<file path="src/rtl/chunked_serial_adder.sv">
// chunked_serial_adder
// Multi-cycle adder: sums two WIDTH-bit operands plus a carry-in, CHUNK bits
// per clock, through a single CHUNK-wide adder slice and a registered carry.
// Handshake: start (accepted only while idle), busy during the operation,
// one-cycle done pulse when sum/cout/ovf are updated. Results hold until the
// next done. A cycle with done high is an idle cycle, so a new start there
// is accepted with no bubble.

module chunked_serial_adder #(
    parameter int WIDTH = 8,
    parameter int CHUNK = 1
) (
    input  logic             clk,
    input  logic             rst,
    input  logic             start,
    input  logic [WIDTH-1:0] a,
    input  logic [WIDTH-1:0] b,
    input  logic             cin,
    output logic             busy,
    output logic             done,
    output logic [WIDTH-1:0] sum,
    output logic             cout,
    output logic             ovf
);

    // Number of chunk steps per addition and a counter wide enough to hold N-1.
    localparam int N     = WIDTH / CHUNK;
    localparam int CNT_W = $clog2(N) + 1;
    localparam logic [CNT_W-1:0] LAST_CNT = CNT_W'(N - 1);

    // Illegal geometries must not elaborate.
    generate
        if ((WIDTH < 1) || (CHUNK < 1) || (CHUNK > WIDTH) || ((WIDTH % CHUNK) != 0)) begin : g_param_check
            $error("chunked_serial_adder: need 1 <= CHUNK <= WIDTH and WIDTH %% CHUNK == 0");
        end
    endgenerate

    typedef enum logic [0:0] {
        S_IDLE = 1'b0,
        S_RUN  = 1'b1
    } state_t;

    state_t r_state;
    state_t w_state_nxt;

    // Datapath registers.
    logic [WIDTH-1:0] r_a;        // operand A, shifted right one chunk per step
    logic [WIDTH-1:0] r_b;        // operand B, shifted right one chunk per step
    logic             r_carry;    // carry between chunk steps
    logic [WIDTH-1:0] r_acc;      // partial sum, filled from the MSB end
    logic [CNT_W-1:0] r_cnt;      // index of the chunk being added
    logic             r_busy;
    logic             r_done;
    logic [WIDTH-1:0] r_sum;
    logic             r_cout;
    logic             r_ovf;

    // Next-value wires for the datapath registers.
    logic [WIDTH-1:0] w_a_nxt;
    logic [WIDTH-1:0] w_b_nxt;
    logic             w_carry_nxt;
    logic [WIDTH-1:0] w_acc_nxt;
    logic [CNT_W-1:0] w_cnt_nxt;
    logic             w_busy_nxt;
    logic             w_done_nxt;
    logic [WIDTH-1:0] w_sum_nxt;
    logic             w_cout_nxt;
    logic             w_ovf_nxt;

    // The single adder slice and values derived from it.
    logic [CHUNK:0]   w_slice;       // {carry out, CHUNK sum bits}
    logic             w_slice_cout;  // carry out of the slice MSB
    logic             w_slice_cmsb;  // carry into the slice MSB
    logic [WIDTH-1:0] w_acc_shift;   // accumulator after shifting in this chunk
    logic             w_last;        // this step processes the final chunk

    // Low chunk of each operand plus the running carry.
    assign w_slice = {1'b0, r_a[CHUNK-1:0]} + {1'b0, r_b[CHUNK-1:0]} + {{CHUNK{1'b0}}, r_carry};

    assign w_slice_cout = w_slice[CHUNK];

    // Sum bit = a ^ b ^ carry-in, so the carry into the MSB falls out of the sum bit.
    // On the final chunk this is the carry into bit WIDTH-1 of the whole word.
    assign w_slice_cmsb = w_slice[CHUNK-1] ^ r_a[CHUNK-1] ^ r_b[CHUNK-1];

    // New chunk enters at the top; older chunks move down toward bit 0.
    // After N steps the first chunk has arrived at the LSB position.
    assign w_acc_shift = (r_acc >> CHUNK) | (WIDTH'(w_slice[CHUNK-1:0]) << (WIDTH - CHUNK));

    assign w_last = (r_state == S_RUN) && (r_cnt == LAST_CNT);

    // State register: IDLE/RUN, cleared asynchronously.
    always_ff @(posedge clk or posedge rst) begin
        if (rst) begin
            r_state <= S_IDLE;
        end else begin
            r_state <= w_state_nxt;
        end
    end

    // Next-state logic: start launches RUN, the last chunk returns to IDLE.
    always_comb begin
        w_state_nxt = r_state;
        case (r_state)
            S_IDLE: begin
                if (start) begin
                    w_state_nxt = S_RUN;
                end else begin
                    w_state_nxt = S_IDLE;
                end
            end
            S_RUN: begin
                if (w_last) begin
                    w_state_nxt = S_IDLE;
                end else begin
                    w_state_nxt = S_RUN;
                end
            end
            default: begin
                w_state_nxt = S_IDLE;
            end
        endcase
    end

    // Output/datapath logic: operand capture, per-chunk step, result commit.
    always_comb begin
        w_a_nxt     = r_a;
        w_b_nxt     = r_b;
        w_carry_nxt = r_carry;
        w_acc_nxt   = r_acc;
        w_cnt_nxt   = r_cnt;
        w_busy_nxt  = r_busy;
        w_done_nxt  = 1'b0;
        w_sum_nxt   = r_sum;
        w_cout_nxt  = r_cout;
        w_ovf_nxt   = r_ovf;
        case (r_state)
            S_IDLE: begin
                if (start) begin
                    // Accept: operands are only looked at on this edge.
                    w_a_nxt     = a;
                    w_b_nxt     = b;
                    w_carry_nxt = cin;
                    w_acc_nxt   = {WIDTH{1'b0}};
                    w_cnt_nxt   = {CNT_W{1'b0}};
                    w_busy_nxt  = 1'b1;
                end else begin
                    w_busy_nxt  = 1'b0;
                end
            end
            S_RUN: begin
                // One chunk step; start is ignored while running.
                w_a_nxt     = r_a >> CHUNK;
                w_b_nxt     = r_b >> CHUNK;
                w_carry_nxt = w_slice_cout;
                w_acc_nxt   = w_acc_shift;
                w_cnt_nxt   = r_cnt + CNT_W'(1);
                if (w_last) begin
                    // Publish the result; visible outputs change only here.
                    w_sum_nxt  = w_acc_shift;
                    w_cout_nxt = w_slice_cout;
                    w_ovf_nxt  = w_slice_cmsb ^ w_slice_cout;
                    w_done_nxt = 1'b1;
                    w_busy_nxt = 1'b0;
                end else begin
                    w_busy_nxt = 1'b1;
                end
            end
            default: begin
                w_busy_nxt = 1'b0;
            end
        endcase
    end

    // Datapath and output registers; reset discards any partial result.
    always_ff @(posedge clk or posedge rst) begin
        if (rst) begin
            r_a     <= {WIDTH{1'b0}};
            r_b     <= {WIDTH{1'b0}};
            r_carry <= 1'b0;
            r_acc   <= {WIDTH{1'b0}};
            r_cnt   <= {CNT_W{1'b0}};
            r_busy  <= 1'b0;
            r_done  <= 1'b0;
            r_sum   <= {WIDTH{1'b0}};
            r_cout  <= 1'b0;
            r_ovf   <= 1'b0;
        end else begin
            r_a     <= w_a_nxt;
            r_b     <= w_b_nxt;
            r_carry <= w_carry_nxt;
            r_acc   <= w_acc_nxt;
            r_cnt   <= w_cnt_nxt;
            r_busy  <= w_busy_nxt;
            r_done  <= w_done_nxt;
            r_sum   <= w_sum_nxt;
            r_cout  <= w_cout_nxt;
            r_ovf   <= w_ovf_nxt;
        end
    end

    assign busy = r_busy;
    assign done = r_done;
    assign sum  = r_sum;
    assign cout = r_cout;
    assign ovf  = r_ovf;

endmodule
</file>
<file path="config.mk">
export PLATFORM = sky130hd
export DESIGN_NAME = chunked_serial_adder
export DESIGN_NICKNAME = d
export VERILOG_FILES = /design/src/rtl/chunked_serial_adder.sv
export SDC_FILE = /design/constraint.sdc
export NUM_CORES = 1
export LEC_CHECK = 0
export CAP_MARGIN = 20
export CORE_ASPECT_RATIO = 1.2
export CORE_MARGIN = 1
export CORE_UTILIZATION = 55
export DETAILED_ROUTE_END_ITERATION = 7
export GPL_ROUTABILITY_DRIVEN = 0
export PLACE_DENSITY = 0.83
export SLEW_MARGIN = 10
export SYNTH_ARGS = -nofsm -noshare
export SYNTH_HDL_FRONTEND = slang
export SYNTH_SLANG_ARGS = --single-unit
</file>
<file path="constraint.sdc">
create_clock -name clk -period 3.1 [get_ports clk]
set_input_delay 0.31 -clock clk [delete_from_list [all_inputs] [get_ports clk]]
set_output_delay 0.31 -clock clk [all_outputs]
set_load 0.05 [all_outputs]
</file>
==> metrics.txt, run 1 <==
P_int approximately 1300 uW; Pleak between 0.001 and 0.0015 uW; Area growth syn-to-layout 23.05%; Setup CP Type flop to primary output; antenna-violating nets left 0; post-synthesis async set-or-reset flop share 100.0%; Post-Route Skew between 0.01 and 0.015 ns; fin cells 216; row cnt 22; Switch Pwr about 840 uW; critical path peak fanout 50; Syn. warnings 0; Initial DRT Pass Iterations 5; Clock Tree Buf Depth 2; Synth Area in XOR/XNOR about 2%; post-CTS resize count 0; Distinct cells, synth 25; die area 3408 um2; Clk pin slew, worst setup/hold paths 0.12 ns; Vias per Instance 5.356; setup repair bufs after CTS 0; Syn Area/Cell between 10 and 15 um2; status complete, no violations; cts hold-fix bufs 0; main combinational cell family by area after synthesis multiplexers; post-synthesis mux area share 16.03%; Crit path required time 2.79 ns; share of the synthesized area in the top cell type 57.27%; final instance area between 2000 and 2500 um2; GRT Util Overall between 20% and 30%; grt ovf 0; # clock sinks 40; Primary FF master, synth dfrtp_1; drt wl/cell 13.32 um; CP max-delay cell clkdlybuf4s50_1; DRT iter0 DRCs 12; Synth Cell Area 1748 um2; Chip Height between 60 and 70 um; worst-margin pin slew 0.5054 ns; Crit path largest cell delay roughly 0.9 ns; CTS tree yes; number of buffers created by CTS 5; Slew Viols, Final 0; final WL ~2900 um; top-count cell post-synth dfrtp_1; Inst Count DP 208; Seq/Total Area, Yosys 57.27%; Max Clk Rate 438.5 MHz; sequential share of power 40.8%; largest net degree at the start of global routing 51; H-Tree Depth 2; clock root buffer clkbuf_4; core area ~3100 um2; port bufs 31; Synth area leader dfrtp_1; Clock Latency Late Sink 0.36 ns; Syn Inst Count ~150; post-place instance area 2071 um2; Final Net Count roughly 200; Detailed Place HPWL 1961 um; arrival time at the worst endpoint 1.97 ns; final setup vio count 0; combinational power share 43.2%; Post-synth EDFFs 0; Die Wd 53.46 um; Sw Share 39.21%; diode count 0; worst hold path class input port to async pin; Synth Area in Adders 1.861%; clock power share between 10% and 20%; Final Hold Viols 0; initial antenna violation count 0; Final period util 73.57%; share of cells above drive strength 1 10.56%; WHS 0.3493 ns; #FFs+latches synth 40; initial core utilization 57.21%; cell area power density 992.0 nW/um2; # fillers 229; Final Critical Period roughly 2.3 ns; Setup TNS Final 0 ns; Post-Synth Simple-Gate Area 9.377%; crit end category primary output; top cells by count, synth dfrtp_1 (40), nand2_1 (20), o21ai_0 (20); maximum VDD drop 0.6998 mV; Max-Cap Viols 0; Critical Path Start Type flop; crit-path cells buf_4, clkdlybuf4s50_1; Post-Syn Nets 169; Ports 32; Synth area leaders dfrtp_1 (57%), mux2i_1 (11%), o21ai_0 (5.7%), nand2_1 (4.3%), mux2_2 (2.6%); drc violations 0; vias in the first global route 1091; Worst slew margin 66.20%; first-pass GRT wire length 4933 um; RSZ-0062 raised after global routing no; DR vias 1157; Synth Area in Compound Gates 9.234%
## power groups by stage
stage | combinational [uW] | clock (uW) | sequential, uW
floorplan | 503 | 0 | 1070
global placement | 903 | 0 | 867
detailed placement | 930 | 0 | 886
CTS | 933 | 350 | 873
global route | 1020 | 369 | 900
finish | 921 | 342 | 871
## metal layers
layer	wire length [um]	vias to the layer above	GRT usage, %	part of all wire [%]
met5	0	-	0	0
met4	47	0	9.211	1.6
met3	168	5	8.571	5.8
met2	1369	39	30.00	48
met1	1291	550	27.41	45
li1	-	563	-	-
## area by class of cell
| cell class | instances | area [um2] | area share (%) |
|---|---|---|---|
| Clock buffer | 5 | 37.54 | 1.745 |
| Sequential cell | 40 | 1001 | 46.54 |
| Tap cell | 36 | 45.04 | 2.094 |
| Inverter | 5 | 18.77 | 0.8726 |
| Timing Repair Buffer | 34 | 332.8 | 15.47 |
| Multi-Input combinational cell | 93 | 673.1 | 31.30 |
| Clock inverter | 3 | 42.54 | 1.978 |
## sequential cells by signal, indices dropped and copies added, names as in the netlist
signal   cells
busy         1
r_b          8
cout         1
r_cnt        4
r_a          8
sum          8
ovf          1
done         1
r_carry      1
r_acc        7
## path summary, 6_finish.rpt
kind | to | startpoint | slack, ns | cells after the start
max | busy | busy | 0.82 | 2
min | cout | rst | 0.35 | 3
max reg2reg | ovf | r_a[0] | 1.56 | 5
min reg2reg | ovf | ovf | 0.49 | 2
max in group asynchronous | busy | rst | 2.40 | 3
min in group clk | ovf | ovf | 0.49 | 2
## critical path, delay by kind of cell, from the launching register on
kind                   cells  cell delay, ns
buffers and inverters      2            1.28
flip-flops                 1            0.34
## cells by family (layout without fill, tap and decap cells)
| family | Yosys count | after routing |
|---|---|---|
| simple gates | 33 | 33 |
| buf+inv | 14 | 47 |
| mux | 26 | 26 |
| fa+ha+maj | 2 | 2 |
| xor+xnor | 4 | 4 |
| compound gates | 28 | 28 |
| flops | 40 | 40 |
## through the flow
step / power (uW) / util, % / setup WS, ns
global route: 2285 / 70.39 / 0.7094
floorplan: 1575 / - / 1.619
finish: 2134 / 70.39 / 0.8192
global placement: 1770 / 67.77 / 1.218
CTS: 2156 / 70.39 / 0.8074
detailed placement: 1815 / 67.77 / 1.197
## cell usage in the layout, fill, tap and decap left out
master,count
dfrtp_1,40
clkbuf_4,5
fa_1,1
nand4_1,1
a21oi_1,2
inv_1,5
a211oi_1,1
ha_1,1
nor2_1,4
clkinvlp_4,1
nand4b_4,1
clkdlybuf4s50_1,31
buf_4,3
bufinv_16,1
nand2b_1,4
clkinv_2,1
mux2i_1,19
mux2_2,4
xor2_1,1
a22o_1,5
nor2b_1,1
mux2_4,3
or2b_1,1
xnor2_1,3
nand3_1,1
o21ai_0,20
nand2_1,20
No activity file was read; power rests on OpenSTA's default activity.
==> run 2: changes to the inputs <==
--- a/config.mk
+++ b/config.mk
@@ -8,10 +8,10 @@
 export CAP_MARGIN = 20
 export CORE_ASPECT_RATIO = 1.2
 export CORE_MARGIN = 1
-export CORE_UTILIZATION = 55
+export CORE_UTILIZATION = 51
 export DETAILED_ROUTE_END_ITERATION = 7
 export GPL_ROUTABILITY_DRIVEN = 0
-export PLACE_DENSITY = 0.83
+export PLACE_DENSITY = 0.78
 export SLEW_MARGIN = 10
 export SYNTH_ARGS = -nofsm -noshare
 export SYNTH_HDL_FRONTEND = slang
==> constraint.sdc (replaced) <==
create_clock -name clk -period 2.34 [get_ports clk]
set_input_delay 0.234 -clock clk [delete_from_list [all_inputs] [get_ports clk]]
set_output_delay 0.234 -clock clk [all_outputs]
set_load 0.05 [all_outputs]
==> run 2 against run 1 <==
Largest cell class unchanged; sequential power increased by 34%; non-clock buffer count increased by 1; sequential cell count unchanged; worst hold slack got worse by 0.054 ns; count of clock-buffer cells in the layout increased by 1; critical endpoint is now sum[2]; die area increased by 7.6%; register-to-register slack got worse by 0.78 ns; first-iteration DRC count increased by 42%; sequential share of layout area about the same; clock power increased by 4%; critical path type unchanged.
==> metrics.txt, run 2 (same netlist as run 1, synthesis figures left out) <==
RSZ-0062 raised after global routing no; CP delay by family, top buffers and inverters; setup repair bufs after CTS 0; worst hold path class input port to async pin; Critical Path Start Type flop; CTS tree yes; crit-path cells clkdlybuf4s50_1; clock power share around 13%; largest net degree at the start of global routing 41; worst-margin pin slew ~0.5 ns; Final Critical Period 1.758 ns; Ports 32; drc violations 0; Final period util around 75%; final WL 2925 um; CP max-delay cell clkdlybuf4s50_1; Area growth syn-to-layout 22.98%; final total power 2774 uW; maximum VDD drop slightly above 0.9 mV; GRT Util Overall 19.57%; Clock Tree Buf Depth 2; pre-CTS setup slack 0.7521 ns; final setup vio count 0; combinational power share 45.1%; Slew Viols, Final 0; Worst slew margin 67.08%; CP bufs+invs 1; post-place instance area 2088 um2; P_int ~1700 uW; initial core utilization 55.22%; most common cell after layout, fill and taps aside dfrtp_1; port bufs 31; grt ovf 0; Detailed Place HPWL approximately 2100 um; final instance area 2150 um2; Setup CP Type flop to primary output; Final Net Count 202; initial antenna violation count 0; DRT iter0 DRCs 17; row cnt 22; Crit path required time 2.11 ns; H-Tree Depth 2; final worst setup slack 0.5820 ns; status complete, no violations; reg2reg setup slack 0.78 ns; vias in the first global route 1255; Sw Share 39.90%; Pleak 0.001031 uW; commonest non-fill, non-tap cells in the layout dfrtp_1 (40), clkdlybuf4s50_1 (30), nand2_1 (20), o21ai_0 (20), mux2i_1 (19); Inst Count DP between 200 and 250; Switch Pwr ~1100 uW; Clk pin slew, worst setup/hold paths 0.12 ns; # clock sinks 40; Final Hold Viols 0; clock root buffer clkbuf_4; Max Clk Rate roughly 570 MHz; Setup TNS Final 0 ns; fin cells about 220; crit end category primary output; Initial DRT Pass Iterations 4; Post-Route Skew 0.01121 ns; core area between 3000 and 4000 um2; Vias per Instance 5.341; first-pass GRT wire length 5437 um; sequential share of power 42.0%; drt wl/cell 13.48 um; Clock Latency Late Sink 0.34 ns; post-CTS resize count 0; share of cells above drive strength 1 11.60%; cts hold-fix bufs 0; critical path peak fanout 2; Die Wd 55.44 um; diode count 0; cell area power density 1290 nW/um2; DR vias 1159; # fillers 234; die area 3666 um2; antenna-violating nets left 0; number of buffers created by CTS 5; Chip Height between 60 and 70 um; arrival time at the worst endpoint 1.52 ns; Max-Cap Viols 0; Crit path largest cell delay 0.80 ns
-- run 2: changes by cell type in the layout (fill, tap and decap cells not counted), sizes merged --
cell           previous run  this run
buf                       3         5
clkinvlp                  1         0
clkdlybuf4s50            31        30
bufinv                    1         0
clkbuf                    5         6
clkinv                    1         2
-- run 2: worst register-to-register path, delay by kind of cell (launching register included) --
family,cells,cell delay [ns]
xor+xnor,2,0.30
fa+ha+maj,1,0.59
compound gates,1,0.09
flops,1,0.40
buf+inv,1,0.08
-- run 2: area by class of cell --
| cell class | count | area [um2] | share of cell area, % |
|---|---|---|---|
| inverters | 5 | 18.77 | 0.8731 |
| multi-input cells | 93 | 673.1 | 31.32 |
| repair buffers | 35 | 350.3 | 16.30 |
| clock buffers | 6 | 51.30 | 2.386 |
| well taps | 36 | 45.04 | 2.095 |
| flip-flops and latches | 40 | 1001 | 46.57 |
| clock inverters | 2 | 10.01 | 0.4657 |
-- run 2: worst paths after layout --
kind | start | to | cells after the start
max | sum[2] | sum[2] | 1
min | rst | ovf | 3
max reg2reg | r_a[0] | ovf | 5
min reg2reg | r_a[1] | r_a[0] | 2
max in group asynchronous | rst | r_a[4] | 3
min in group clk | r_a[1] | r_a[0] | 2
-- run 2: per-stage QoR --
| stage | hold WS [ns] | util, % |
|---|---|---|
| 2_1_floorplan | 0.3903 | - |
| 3_3_place_gp | 0.4612 | 65.97 |
| 3_5_place_dp | 0.4654 | 65.97 |
| 4_1_cts | 0.3130 | 67.91 |
| 5_1_grt | 0.3509 | 67.91 |
| 6_report | 0.2951 | 67.91 |
-- run 2: metal layers --
metal	track usage, %	vias up	wire length, um
met4	8.438	0	63
met2	35.54	33	1463
met1	20.86	549	1239
met3	6.262	8	158
met5	0	-	0
li1	-	569	-
-- run 2: power by group through the flow --
stage,Sequential [uW],Clock [uW],Combinational [uW]
2_1_floorplan,1420,0,667
6_report,1170,357,1250
5_1_grt,1210,400,1380
3_5_place_dp,1180,0,1260
3_3_place_gp,1160,0,1220
4_1_cts,1170,376,1270
